`config.mk`:
```
export PLATFORM = sky130hd
export DESIGN_NAME = bist_lfsr_ctrl
export DESIGN_NICKNAME = d
export VERILOG_FILES = /design/src/rtl/bist_pkg.sv /design/src/rtl/bist_lfsr_gen.sv /design/src/rtl/bist_lfsr_ctrl.sv
export SDC_FILE = /design/constraint.sdc
export NUM_CORES = 1
export LEC_CHECK = 0
export ABC_AREA = 1
export BUFFER_PORTS_ARGS = -buffer_cell sky130_fd_sc_hd__buf_2
export CAP_MARGIN = 5
export CORE_MARGIN = 2
export CORE_UTILIZATION = 25
export DETAILED_ROUTE_END_ITERATION = 10
export MAX_ROUTING_LAYER = met4
export PLACE_DENSITY_LB_ADDON = 0.05
export SLEW_MARGIN = 10
export SYNTH_ARGS = -nofsm -noshare
export SYNTH_HDL_FRONTEND = slang
export SYNTH_SLANG_ARGS = --single-unit
```
`constraint.sdc`:
```
create_clock -name clk -period 2.1 [get_ports clk]
set_input_delay 0.21 -clock clk [delete_from_list [all_inputs] [get_ports clk]]
set_output_delay 0.21 -clock clk [all_outputs]
set_load 0.005 [all_outputs]
```
`src/rtl/bist_pkg.sv`:
```
// Shared types, default constants and the LFSR next-state function for the BIST controller.
package bist_pkg;

    typedef enum logic [1:0] {
        IDLE = 2'd0,
        RUN  = 2'd1,
        DONE = 2'd2
    } state_t;

    localparam logic [7:0]  DEF_POLY   = 8'hB8;
    localparam int unsigned DEF_SEED_A = 1;
    localparam int unsigned DEF_SEED_B = 0;

    // Widest register lfsr_next can handle; callers cast in and out of this width.
    localparam int unsigned LFSR_MAX_W = 64;

    // De Bruijn step: taps selected by poly, plus the NOR of the low bits so that
    // the all-zero state is visited and the period is a full 2**width.
    function automatic logic [LFSR_MAX_W-1:0] lfsr_next(
        input logic [LFSR_MAX_W-1:0] cur,
        input logic [LFSR_MAX_W-1:0] poly,
        input int                    width
    );
        logic                  fb;
        logic                  low_any;
        logic [LFSR_MAX_W-1:0] nxt;
        fb      = 1'b0;
        low_any = 1'b0;
        nxt     = '0;
        for (int i = 0; i < int'(LFSR_MAX_W); i++) begin
            if (i < width) begin
                fb = fb ^ (cur[i] & poly[i]);
            end
            if (i < width - 1) begin
                low_any = low_any | cur[i];
            end
        end
        for (int i = 1; i < int'(LFSR_MAX_W); i++) begin
            if (i < width) begin
                nxt[i] = cur[i-1];
            end
        end
        nxt[0] = fb ^ ~low_any;
        return nxt;
    endfunction

endpackage

```
`src/rtl/bist_lfsr_gen.sv`:
```
// Operand pattern generator: loadable de Bruijn LFSR stepping on request.
module bist_lfsr_gen
    import bist_pkg::*;
#(
    parameter int unsigned        DATA_W = 8,
    parameter logic [DATA_W-1:0]  POLY   = DATA_W'(DEF_POLY),
    parameter logic [DATA_W-1:0]  SEED   = '0
) (
    input  logic              clk,
    input  logic              reset,
    input  logic              load,
    input  logic              step,
    output logic [DATA_W-1:0] q
);

    // Seed on reset/load, otherwise advance one step when asked.
    always_ff @(posedge clk or posedge reset) begin
        if (reset) begin
            q <= SEED;
        end else if (load) begin
            q <= SEED;
        end else if (step) begin
            q <= DATA_W'(lfsr_next(LFSR_MAX_W'(q), LFSR_MAX_W'(POLY), int'(DATA_W)));
        end
    end

endmodule

```
`src/rtl/bist_lfsr_ctrl.sv`:
```
// BIST controller for the ALU datapath: drives LFSR operands, compares the DUT
// response against a golden ROM and reports pass/fail, fail count and first
// failing address. Define BIST_MISR_EN to add response signature compaction.
module bist_lfsr_ctrl
    import bist_pkg::*;
#(
    parameter int unsigned       DATA_W    = 8,
    parameter int unsigned       SEL_W     = 4,
    parameter int unsigned       PAT_COUNT = 256,
    parameter logic [DATA_W-1:0] POLY      = DATA_W'(DEF_POLY),
    parameter logic [DATA_W-1:0] SEED_A    = DATA_W'(DEF_SEED_A),
    parameter logic [DATA_W-1:0] SEED_B    = DATA_W'(DEF_SEED_B),
    parameter int unsigned       ADDR_W    = (PAT_COUNT > 1) ? $clog2(PAT_COUNT) : 1,
    parameter int unsigned       CNT_W     = $clog2(PAT_COUNT + 1)
`ifdef BIST_MISR_EN
    ,
    parameter logic [DATA_W:0]   GOLDEN_SIG = '0
`endif
) (
    input  logic              clk,
    input  logic              reset,
    input  logic              start,
    input  logic              abort,
    input  logic [SEL_W-1:0]  sel_cfg,
    output logic [DATA_W-1:0] dut_a,
    output logic [DATA_W-1:0] dut_b,
    output logic [SEL_W-1:0]  dut_sel,
    input  logic [DATA_W:0]   dut_resp,
    output logic [ADDR_W-1:0] rom_addr,
    input  logic [DATA_W:0]   rom_data,
    output logic              busy,
    output logic              done,
    output logic              pass,
    output logic [CNT_W-1:0]  fail_count,
    output logic [ADDR_W-1:0] first_fail_addr
`ifdef BIST_MISR_EN
    ,
    output logic [DATA_W:0]   signature
`endif
);

    localparam int unsigned RESP_W = DATA_W + 1;

    state_t state;
    state_t state_next;
    logic   load_c;
    logic   step_c;
    logic   clr_c;
    logic   cmp_c;
    logic   last_c;
    logic   mismatch_c;
    logic   inc_c;
    logic   fail_zero_c;
    logic   pass_c;

    assign last_c      = (rom_addr == ADDR_W'(PAT_COUNT - 1));
    assign mismatch_c  = cmp_c && (dut_resp != rom_data);
    assign inc_c       = mismatch_c && (fail_count != '1);
    assign fail_zero_c = (fail_count == '0) && !mismatch_c;

    bist_lfsr_gen #(.DATA_W(DATA_W), .POLY(POLY), .SEED(SEED_A)) u_gen_a (
        .clk   (clk),
        .reset (reset),
        .load  (load_c),
        .step  (step_c),
        .q     (dut_a)
    );

    bist_lfsr_gen #(.DATA_W(DATA_W), .POLY(POLY), .SEED(SEED_B)) u_gen_b (
        .clk   (clk),
        .reset (reset),
        .load  (load_c),
        .step  (step_c),
        .q     (dut_b)
    );

    // State register.
    always_ff @(posedge clk or posedge reset) begin
        if (reset) begin
            state <= IDLE;
        end else begin
            state <= state_next;
        end
    end

    // Next state and per-cycle controls; abort beats start beats last compare.
    always_comb begin
        state_next = state;
        load_c     = 1'b0;
        step_c     = 1'b0;
        clr_c      = 1'b0;
        cmp_c      = 1'b0;
        case (state)
            IDLE: begin
                if (!abort && start) begin
                    state_next = RUN;
                    load_c     = 1'b1;
                    clr_c      = 1'b1;
                end
            end
            RUN: begin
                if (abort) begin
                    state_next = IDLE;
                    clr_c      = 1'b1;
                end else begin
                    cmp_c  = 1'b1;
                    step_c = 1'b1;
                    if (last_c) begin
                        state_next = DONE;
                    end
                end
            end
            DONE: begin
                if (abort) begin
                    state_next = IDLE;
                    clr_c      = 1'b1;
                end else if (start) begin
                    state_next = RUN;
                    load_c     = 1'b1;
                    clr_c      = 1'b1;
                end
            end
            default: state_next = IDLE;
        endcase
    end

`ifdef BIST_MISR_EN
    // Signature register shares the LFSR rule, one bit wider with the taps shifted up.
    localparam logic [DATA_W:0] MISR_POLY = {POLY, 1'b0};

    logic [DATA_W:0] sig_step_c;
    logic [DATA_W:0] sig_next_c;

    assign sig_step_c = RESP_W'(lfsr_next(LFSR_MAX_W'(signature), LFSR_MAX_W'(MISR_POLY),
                                          int'(RESP_W))) ^ dut_resp;
    assign sig_next_c = cmp_c ? sig_step_c : signature;
    assign pass_c     = fail_zero_c && (sig_next_c == GOLDEN_SIG);

    // Compact every compared response; cleared when a run starts or is abandoned.
    always_ff @(posedge clk or posedge reset) begin
        if (reset) begin
            signature <= '0;
        end else if (clr_c) begin
            signature <= '0;
        end else if (cmp_c) begin
            signature <= sig_step_c;
        end
    end
`else
    assign pass_c = fail_zero_c;
`endif

    // Status flags, ROM address, op-select latch and mismatch bookkeeping.
    always_ff @(posedge clk or posedge reset) begin
        if (reset) begin
            busy            <= 1'b0;
            done            <= 1'b0;
            pass            <= 1'b0;
            dut_sel         <= '0;
            rom_addr        <= '0;
            fail_count      <= '0;
            first_fail_addr <= '0;
        end else begin
            busy <= (state_next == RUN);
            done <= (state_next == DONE);
            pass <= (state_next == DONE) && pass_c;
            if (load_c) begin
                dut_sel <= sel_cfg;
            end
            if (clr_c) begin
                rom_addr        <= '0;
                fail_count      <= '0;
                first_fail_addr <= '0;
            end else begin
                if (step_c) begin
                    rom_addr <= last_c ? '0 : rom_addr + ADDR_W'(1);
                end
                if (inc_c) begin
                    fail_count <= fail_count + CNT_W'(1);
                end
                if (mismatch_c && (fail_count == '0)) begin
                    first_fail_addr <= rom_addr;
                end
            end
        end
    end

endmodule

```
After elaboration in Yosys (flattened, before gate mapping):

Cells that the tools add are included.

* order comparisons: 0
* bitwise logic cells: 24
* multiply operators: 0
* div/mod/pow operators: 0
* equal/unequal tests: 7
* add/sub/neg operators: 2
* multiplexer cells: 72
* reductions and logical operators: 14
* shifts and indexed selects: 0

Operators by type and width (number)
* 8-bit two-way mux: 9
* 1-bit two-way mux: 53
* 9-bit two-way mux: 2
* 1-bit OR: 12
* 2-bit two-way mux: 5
* 1-bit bitwise XOR: 10
* 9-bit by 1-bit adder with 9-bit output, second input constant: 1
* 9-bit zero test: 1
* 9-bit inequality test: 1
* 9-bit inequality test, second input constant: 1
* 8-bit by 1-bit adder with 8-bit output, second input constant: 1
* 8-bit equality test, second input constant: 1
* 2-bit nonzero test: 4
* 1-bit logical AND: 6
* 2-bit one-hot mux with 3 select lines: 1
* 2-bit by 1-bit equality test with 1-bit output, second input constant: 2
* 2-bit equality test, second input constant: 2
* 1-bit one-hot mux with 3 select lines: 1
* 1-bit zero test: 2
* 2-bit zero test: 1
* 1-bit NOT: 2
* 1-bit one-hot mux with 2 select lines: 1

* output and inout bits: 48
* register bits: 50
* bits in latches: 0
* logic and storage cells: 129
* memory bits (read-only): 0
* input bits: 26
* memories kept: 0
* bits in writable memories: 0

Longest topological paths before layout:

Gate-level depths: netlist of the first run.

* word-level depth: 27
* mapped depth: 10
* gate-level depth less buffers: 10

Cells and area by module:

From an unflattened synthesis of the first run, not the netlist that was laid out.

* cell total of the unflattened synthesis: 360
* area total of the unflattened synthesis: 2788.9 sq um

Modules (own cells, without submodules)
* bist_lfsr_ctrl: instances 1, cells an instance 240, seq. area each 850.8 sq um, area an instance 1925.6 sq um
* bist_lfsr_gen (u_gen_a): instances 1, cells an instance 59, seq. area each 201.4 sq um, area an instance 439.2 sq um
* bist_lfsr_gen (u_gen_b): instances 1, cells an instance 61, seq. area each 200.2 sq um, area an instance 424.2 sq um

Worst setup path after synthesis of the first run:

Ideal clock, no wire load.

* kind: register -> register
* start point: register fail_count[0]
* end point: register fail_count[4]
* clock period less this slack: 1720 ps
* arrival: 1654 ps
* setup time: 66 ps
* data required time: 2034 ps
* path slack: 380 ps
* buffers on the path: 0
* stages on the path, launching flop included: 11
* cell sequence: dfrtp_1 > ha_1 > nand3_1 > nor2_1 > nand3_1 > nor2_1 > ha_1 > clkinv_1 > nand3_4 > nand3_1 > nand2_1

* word-level cells in the longest chain between the ends: 3
* elaborated cells on any way between the ends: 6
* classes of those cells: add/sub (1); eq/ne (1); mux (2); reduce/logical (2)

RTL lines
* start, declared: RTL line bist_lfsr_ctrl.sv:34 `output logic [CNT_W-1:0] fail_count,`
* start signal, assigned: RTL line bist_lfsr_ctrl.sv:179 `fail_count <= fail_count + CNT_W'(1);`
* 9-bit by 1-bit adder with 9-bit output / 9-bit inequality test (equally long branches): RTL line bist_lfsr_ctrl.sv:179, bist_lfsr_ctrl.sv:58
* 9-bit two-way mux / 1-bit logical AND (equally long branches): RTL line bist_lfsr_ctrl.sv:178, bist_lfsr_ctrl.sv:58
* 9-bit two-way mux / 2-bit nonzero test (equally long branches)

Several ways; a longest one is shown, not always the timed one. The select of a mux whose other input is x is not followed.
A chain may end at the register's enable or synchronous reset.

Worst setup path in the final report of the first run:

* start point: register fail_count[0]
* end point: register first_fail_addr[7]

* word-level cells in the longest chain between the ends: 3

RTL lines
* 9-bit zero test: RTL line bist_lfsr_ctrl.sv:181 `if (mismatch_c && (fail_count == '0)) begin`
* 1-bit logical AND: RTL line bist_lfsr_ctrl.sv:181
* 2-bit nonzero test (no source line)
* end signal, assigned: RTL line bist_lfsr_ctrl.sv:182 `first_fail_addr <= rom_addr;`
* end, declared: RTL line bist_lfsr_ctrl.sv:35 `output logic [ADDR_W-1:0] first_fail_addr`

Every way passes these cells.

==> run summary, run 1 <==
outcome - finished with violations
failing checks - negative hold slack
most common cell after layout, fill and taps aside - nand2_1
Post-Syn Area - 2680 µm²
RSZ-0062 raised after global routing - false
class of the worst hold path - in2async
Pwr Total - 2330 µW
Vert. Die Dim - 108 µm
Peak Freq - 589 MHz
Seq cells post-synth - 50
relative slew slack - 0.582
Crit-path slowest cell - dfrtp_1
HPWL after DPL - 5.23 mm
Setup Total Neg Slack - 0 ns
Antenna Nets Post-Route - 0
vias in the first global route - 2486
post-route insts no fill - 540
area leader, netlist - dfrtp_1
Crit path required time - 2.35 ns
Min Hold Slack - -0.0145 ns
pwr/cell area - 697 nW/µm²
drt wl/cell - 13.1 µm
max-slew violation count - 0
Global Route Usage Sum - 0.135
type of origin of the critical path - flop
IO Count - 74
Core Area - 10400 µm²
die area - 11600 µm²
initial core utilization - 0.258
wirelength, routed - 7.07 mm
maximum fanout along the worst path - 6
postcts setup bufs - 0
final period utilization - 0.809
Tightest Pin Transition - 0.626 ns
Max Cap Viol - 0
aggregate global routing overflow - 0
final setup fails - 0
Avg Cell Area, Syn - 8.37 µm²
pin count of the biggest net entering global routing - 27
Syn Nets - 350
Clk Latency, worst-skew pair - 0.30 ns
crit end category - flop
CTS tree - done
gpl congestion - 0.779
crit-path cells - buf_4 > inv_1 > ha_1 > nand2_1 > nor3_4 > buf_4 > nand4_1 > nand2_1
Via density - 4.37
row cnt - 37
Mapped Cells - 320
Die Wd - 108 µm
clock transition at the registers of the reported paths - 0.10 ns
Area Overhead vs Synth - 24.9%
leakage power - 0.00183 µW
share of the synthesized area in the top cell type - 0.458
share of cells above drive strength 1 - 0.277
CTS buffer count - 5
peak supply drop - 0.000285 V
initial antenna violation count - 0
Pre-antenna DRT Iters - 4
Tmin final - 1.70 ns
Worst path max stage delay - 0.39 ns
nets - 433
Worst Reg-to-Reg Cells - 8
most frequent cells in the layout - 79 x nand2_1, 73 x buf_2, 49 x dfrtp_1, 39 x inv_1, 37 x nand3_1
WS Path Type - reg2reg
Worst EP arrival - 1.94 ns
Synth area leaders - dfrtp_1 46%, nand2_1 11%, nand3_1 6.9%
# diodes - 0
clock buffer depth - 2
final core utilization - 0.323
global-route wire length before repair - 12.2 mm
Setup Skew - 0.0108 ns
CTS root buf - clkbuf_8
Starting DRT DRC Count - 119
Cells after DPL - 532
number of buffers added on ports - 73
Seq/Total Area, Yosys - 0.468
Sink Count - 50
synth warn - 0
DRC errors left - 0
Unique masters post-synth - 31
vias - 2361
H-tree depth - 2
Hold Vio Cnt, Final - 24
==> area by class of cell <==
| type | instances | area, µm² |
|---|---|---|
| Fill cell | 1166 | 7020 |
| Sequential cell | 50 | 1250 |
| Multi-Input combinational cell | 216 | 1180 |
| Timing Repair Buffer | 86 | 475 |
| Tap cell | 136 | 170 |
| Inverter | 44 | 165 |
| Clock buffer | 7 | 76.3 |
| Clock inverter | 1 | 30.0 |
==> metal layers <==
metal,GRT usage,vias up,wire (µm),share of wire
met5,-,-,0,0
met4,0.0302,0,38,0.0054
met3,0.0248,2,313,0.044
met2,0.204,41,3170,0.45
met1,0.189,1104,3550,0.50
li1,-,1214,-,-
==> power by group <==
part / switching, µW / internal, µW
Sequential: 79.0 / 1050
Clock: 325 / 357
Combinational: 301 / 220
Total: 705 / 1630
==> cells in the mapped netlist <==
library cell	n
nand2_1	79
nand2_2	3
buf_6	5
inv_1	40
inv_2	3
nor2_4	3
o31ai_1	1
nor3_2	1
nor4_1	1
buf_4	1
nand3_1	37
nand4_1	18
nor3_4	2
nand3b_1	1
nor2_1	14
a21oi_1	8
clkinv_1	1
a31oi_1	1
nor3_1	3
o21ai_0	12
o21ai_2	1
dfstp_2	1
dfrtp_1	49
buf_2	4
nand3_2	2
xnor2_1	6
o21ai_1	2
ha_1	4
xor2_1	9
nand3_4	2
o22ai_1	6
==> final timing paths <==
check | slack [ns] | endpoint | start
setup reg to reg | 0.40 | first_fail_addr[7] | fail_count[0]
hold reg to reg | 0.48 | dut_sel[1] | dut_sel[1]
setup / recovery | 0.40 | first_fail_addr[7] | fail_count[0]
hold / removal | -0.01 | fail_count[2] | reset
min in group clk | 0.10 | dut_sel[2] | sel_cfg[2]
max in group asynchronous | 1.57 | fail_count[6] | reset
==> flip-flops by register name (all words and copies together) (netlist names) <==
register	count
busy	1
done	1
dut_sel	4
fail_count	9
first_fail_addr	8
pass	1
rom_addr	8
state	2
u_gen_a.q	8
u_gen_b.q	8
==> kinds of logic after synthesis <==
kind of cell               share of synthesized area
and+or+nand+nor                                0.308
buffers and inverters                         0.0929
DFF                                            0.468
AOI/OAI and AO/OA                             0.0635
xor gates and xnor gates                      0.0490
adders and majority gates                     0.0187
==> through the flow <==
step	cell area [µm²]	setup WS [ns]	hold WS, ns
after floorplan	2680	0.380	0.327
after global placement	3240	0.331	0.330
after detailed placement	3240	0.265	0.341
after CTS	3350	0.236	0.00169
after global routing	3350	0.187	0.0292
final	3350	0.402	-0.0145
==> worst max-delay path, delay by kind of cell, from the launching register on <==
family / cells / cell delay, ns
simple gates: 4 / 0.64
buf+inv: 3 / 0.44
flops: 1 / 0.39
fa+ha+maj: 1 / 0.17
==> timing repair <==
item,in CTS,in global routing
hold buffers,0,0
setup endpoints to repair,0,3
resized for setup,0,1
No activity file was read; power rests on OpenSTA's default activity.
==> run 2: changes to the inputs <==
--- a/config.mk
+++ b/config.mk
@@ -5,7 +5,7 @@
 export SDC_FILE = /design/constraint.sdc
 export NUM_CORES = 1
 export LEC_CHECK = 0
-export ABC_AREA = 1
+export ABC_AREA = 0
 export BUFFER_PORTS_ARGS = -buffer_cell sky130_fd_sc_hd__buf_2
 export CAP_MARGIN = 5
 export CORE_MARGIN = 2
==> constraint.sdc (replaced) <==
create_clock -name clk -period 1.7 [get_ports clk]
set_input_delay 0.17 -clock clk [delete_from_list [all_inputs] [get_ports clk]]
set_output_delay 0.17 -clock clk [all_outputs]
set_load 0.005 [all_outputs]
==> run 2 against run 1 <==
Net effect:
- the run ends with negative setup slack left
- critical path depth up 1
- global-route usage fell by 0.45 points
- clock power increased by 30%
- critical endpoint is now fail_count[2]
- highest routed layer unchanged
==> run summary, run 2 <==
Syn Nets - 290 (-17%)
Crit-path slowest cell - dfrtp_1
Starting DRT DRC Count - 55 (-54%)
crit-path cells - ha_2 > nand3_2 > or2_4 > nor2_2 > ha_2 > nor2_4 > o31ai_4 > and2_4 > a211o_1
maximum fanout along the worst path - 7 (+1)
Sw Share - 0.292 (-0.0109)
clock transition at the registers of the reported paths - 0.10 ns (about the same)
post-place instance area - 3350 µm² (+3.4%)
pwr/cell area - 808 nW/µm² (+16%)
worst setup margin - -0.103 ns (-0.505 ns)
Min Hold Slack - 0.0869 ns (+0.101 ns)
share of the synthesized area in the top cell type - 0.484 (+0.0262)
top-count cell post-synth - dfrtp_1
leakage power - 0.00172 µW (-6.3%)
Top delay family on crit path - simple AND/OR/NAND/NOR gates
nets - 405 (-6.5%)
max reg flops - 9 (unchanged)
vias - 2257 (-4.4%)
H-tree depth - 2 (unchanged)
Sink Count - 50 (unchanged)
Tightest Pin Transition - 0.490 ns (-0.136 ns)
Worst path max stage delay - 0.40 ns (about the same)
synth warn - 0 (unchanged)
Via density - 4.43 (+1.4%)
Avg Cell Area, Syn - 9.74 µm² (+16%)
Die Wd - 105 µm (-2.6%)
area leader, netlist - dfrtp_1
IO Count - 74 (unchanged)
type of origin of the critical path - flop
final period utilization - 1.06 (+0.252)
clock buffer depth - 2 (unchanged)
Area Overhead vs Synth - 43.7%
initial core utilization - 0.258 (-0.000298)
clock share of power - 0.302 (+0.009)
pin count of the biggest net entering global routing - 51 (+89%)
Seq/Total Area, Yosys - 0.494 (+0.0268)
# diodes - 0 (unchanged)
most used cell, CP - ha_2
Crit path required time - 1.90 ns (-0.45 ns)
Mapped Cells - 260 (-19%)
Seq cells post-synth - 50 (unchanged)
most common cell after layout, fill and taps aside - buf_2
sw power - 858 µW (+22%)
Post-Syn Area - 2530 µm² (-5.4%)
row cnt - 36 (-2.7%)
Synth Flop Type - dfrtp_1
CTS tree - done
Unique masters post-synth - 42 (+35%)
Post-synth EDFFs - 0 (unchanged)
sequential power share - 0.463 (-0.021)
final core utilization - 0.371 (+0.0479)
most flop-heavy register - fail_count
Global Route Usage Sum - 0.131 (-0.00449)
ys async rst share - 1.00 (unchanged)
class of the worst hold path - in2reg
Tmin final - 1.80 ns (+0.105 ns)
WS Path Type - reg2reg
Max Cap Viol - 0 (unchanged)
Core Area - 9820 µm² (-5.3%)
DRC errors left - 0 (unchanged)
Setup Skew - 0.0133 ns (+0.00252 ns)
Synth area leaders - dfrtp_1 48%, nand2_1 7.1%, xnor2_1 4.8%
Worst EP arrival - 2.00 ns (+0.06 ns)
drt wl/cell - 13.4 µm (+2.4%)
Internal - 2080 µW (+28%)
gpl congestion - 0.717 (-7.9%)
most frequent cells in the layout - 73 x buf_2, 49 x dfrtp_1, 47 x nand2_1, 35 x buf_4, 17 x a21oi_1
Hold Vio Cnt, Final - 0 (-100%)
final design area excluding fillers - 3640 µm² (+8.7%)
failing checks - negative setup slack
max-slew violation count - 0 (unchanged)
synth cell count leaders - 49 x dfrtp_1, 48 x nand2_1, 17 x a21oi_1
CTS buffer count - 5 (unchanged)
Vert. Die Dim - 105 µm (-2.6%)
RSZ-0062 raised after global routing - true
final setup fails - 10 (+10)
Pre-antenna DRT Iters - 4 (unchanged)
Comb pwr share - 0.234 (+0.010)
wirelength, routed - 6.83 mm (-3.5%)
share of cells above drive strength 1 - 0.420 (+0.143)
initial antenna violation count - 0 (unchanged)
Clk Latency, worst-skew pair - 0.31 ns (about the same)
vias in the first global route - 2234 (-10%)
CTS root buf - clkbuf_8
Peak Freq - 555 MHz (-5.8%)
HPWL after DPL - 4.84 mm (-7.6%)
Critical path buffers and inverters - 0 (-3)
number of buffers added on ports - 73 (unchanged)
peak supply drop - 0.000332 V (+17%)
Antenna Nets Post-Route - 0 (unchanged)
aggregate global routing overflow - 0 (unchanged)
outcome - finished with violations
global-route wire length before repair - 11.3 mm (-7.7%)
relative slew slack - 0.671 (+0.0887)
crit end category - flop
die area - 11000 µm² (-5.2%)
==> run 2: cell types whose count changed in the layout (fill, tap and decap cells not counted), moves of 6 or more <==
cell     previous run  this run
nand3_1            37         6
mux2i_1             0         8
xnor2_1             6        14
nand2_1            79        47
xor2_1              9         1
nand4_1            18         3
inv_1              39        12
o22ai_1             6         0
a21oi_1             8        17
buf_4              12        35
==> run 2: timing repair <==
item | CTS | global route
pin swaps | 10 | 11
buffers inserted | 5 | 2
hold endpoints to repair | 49 | 0
gates resized for setup | 2 | 22
cloned | 1 | 0
setup endpoints to repair | 17 | 19
hold buffers | 1 | 0
==> run 2: kinds of logic after synthesis <==
logic type               after synthesis  synth area share
AO/OA/AOI/OAI                         46             0.126
XOR/XNOR                              15            0.0519
buffers and inverters                 22            0.0370
flip-flops                            50             0.494
multiplexers                          13            0.0533
AND/OR/NAND/NOR                      110             0.218
adder cells (fa/ha/maj)                4            0.0198
==> run 2: power by group through the flow <==
stage                     combinational [µW]  clock (µW)  sequential, µW
after floorplan                          324           0            1400
after global routing                     769         971            1380
after CTS                                653         929            1360
after global placement                   639           0            1390
after detailed placement                 641           0            1390
final                                    689         890            1360
==> run 2: path summary, 6_finish.rpt <==
path	startpoint	end	slack (ns)	cells past startpoint
max	fail_count[0]	fail_count[2]	-0.10	9
min	sel_cfg[1]	dut_sel[1]	0.09	2
max reg2reg	fail_count[0]	fail_count[2]	-0.10	9
min reg2reg	dut_sel[0]	dut_sel[0]	0.51	1
max in group asynchronous	reset	u_gen_a.q[0]	0.97	4
min in group asynchronous	reset	u_gen_b.q[5]	0.44	4
==> run 2: through the flow <==
| stage | power, µW | setup TNS [ns] | setup WS, ns | std cells |
|---|---|---|---|---|
| floorplan | 1720 | -0.929 | -0.195 | 260 |
| global placement | 2030 | -2.42 | -0.213 | 492 |
| detailed placement | 2030 | -2.47 | -0.206 | 492 |
| CTS | 2940 | -1.71 | -0.137 | 507 |
| global route | 3120 | -2.24 | -0.190 | 509 |
| finish | 2940 | -0.567 | -0.103 | 509 |
==> run 2: area by class of cell <==
type | count | area [µm²]
fillers | 1054 | 6180
multi-input cells | 189 | 1310
repair buffers | 116 | 752
flip-flops and latches | 50 | 1250
clock buffers | 5 | 68.8
well taps | 133 | 166
clock inverters | 3 | 43.8
inverters | 13 | 48.8
==> run 2: per-layer routing <==
metal / GRT usage / part of all wire / vias to the layer above
li1: - / - / 1132
met1: 0.178 / 0.49 / 1064
met2: 0.204 / 0.46 / 55
met3: 0.0237 / 0.040 / 6
met4: 0.0286 / 0.0081 / 0
met5: - / 0 / -
==> run 2: worst register-to-register path, cell delays in order (launching register included) <==
cell,delay (ns)
dfrtp_1,0.40
ha_2,0.19
nand3_2,0.07
or2_4,0.12
nor2_2,0.03
ha_2,0.17
nor2_4,0.14
o31ai_4,0.13
and2_4,0.19
a211o_1,0.25
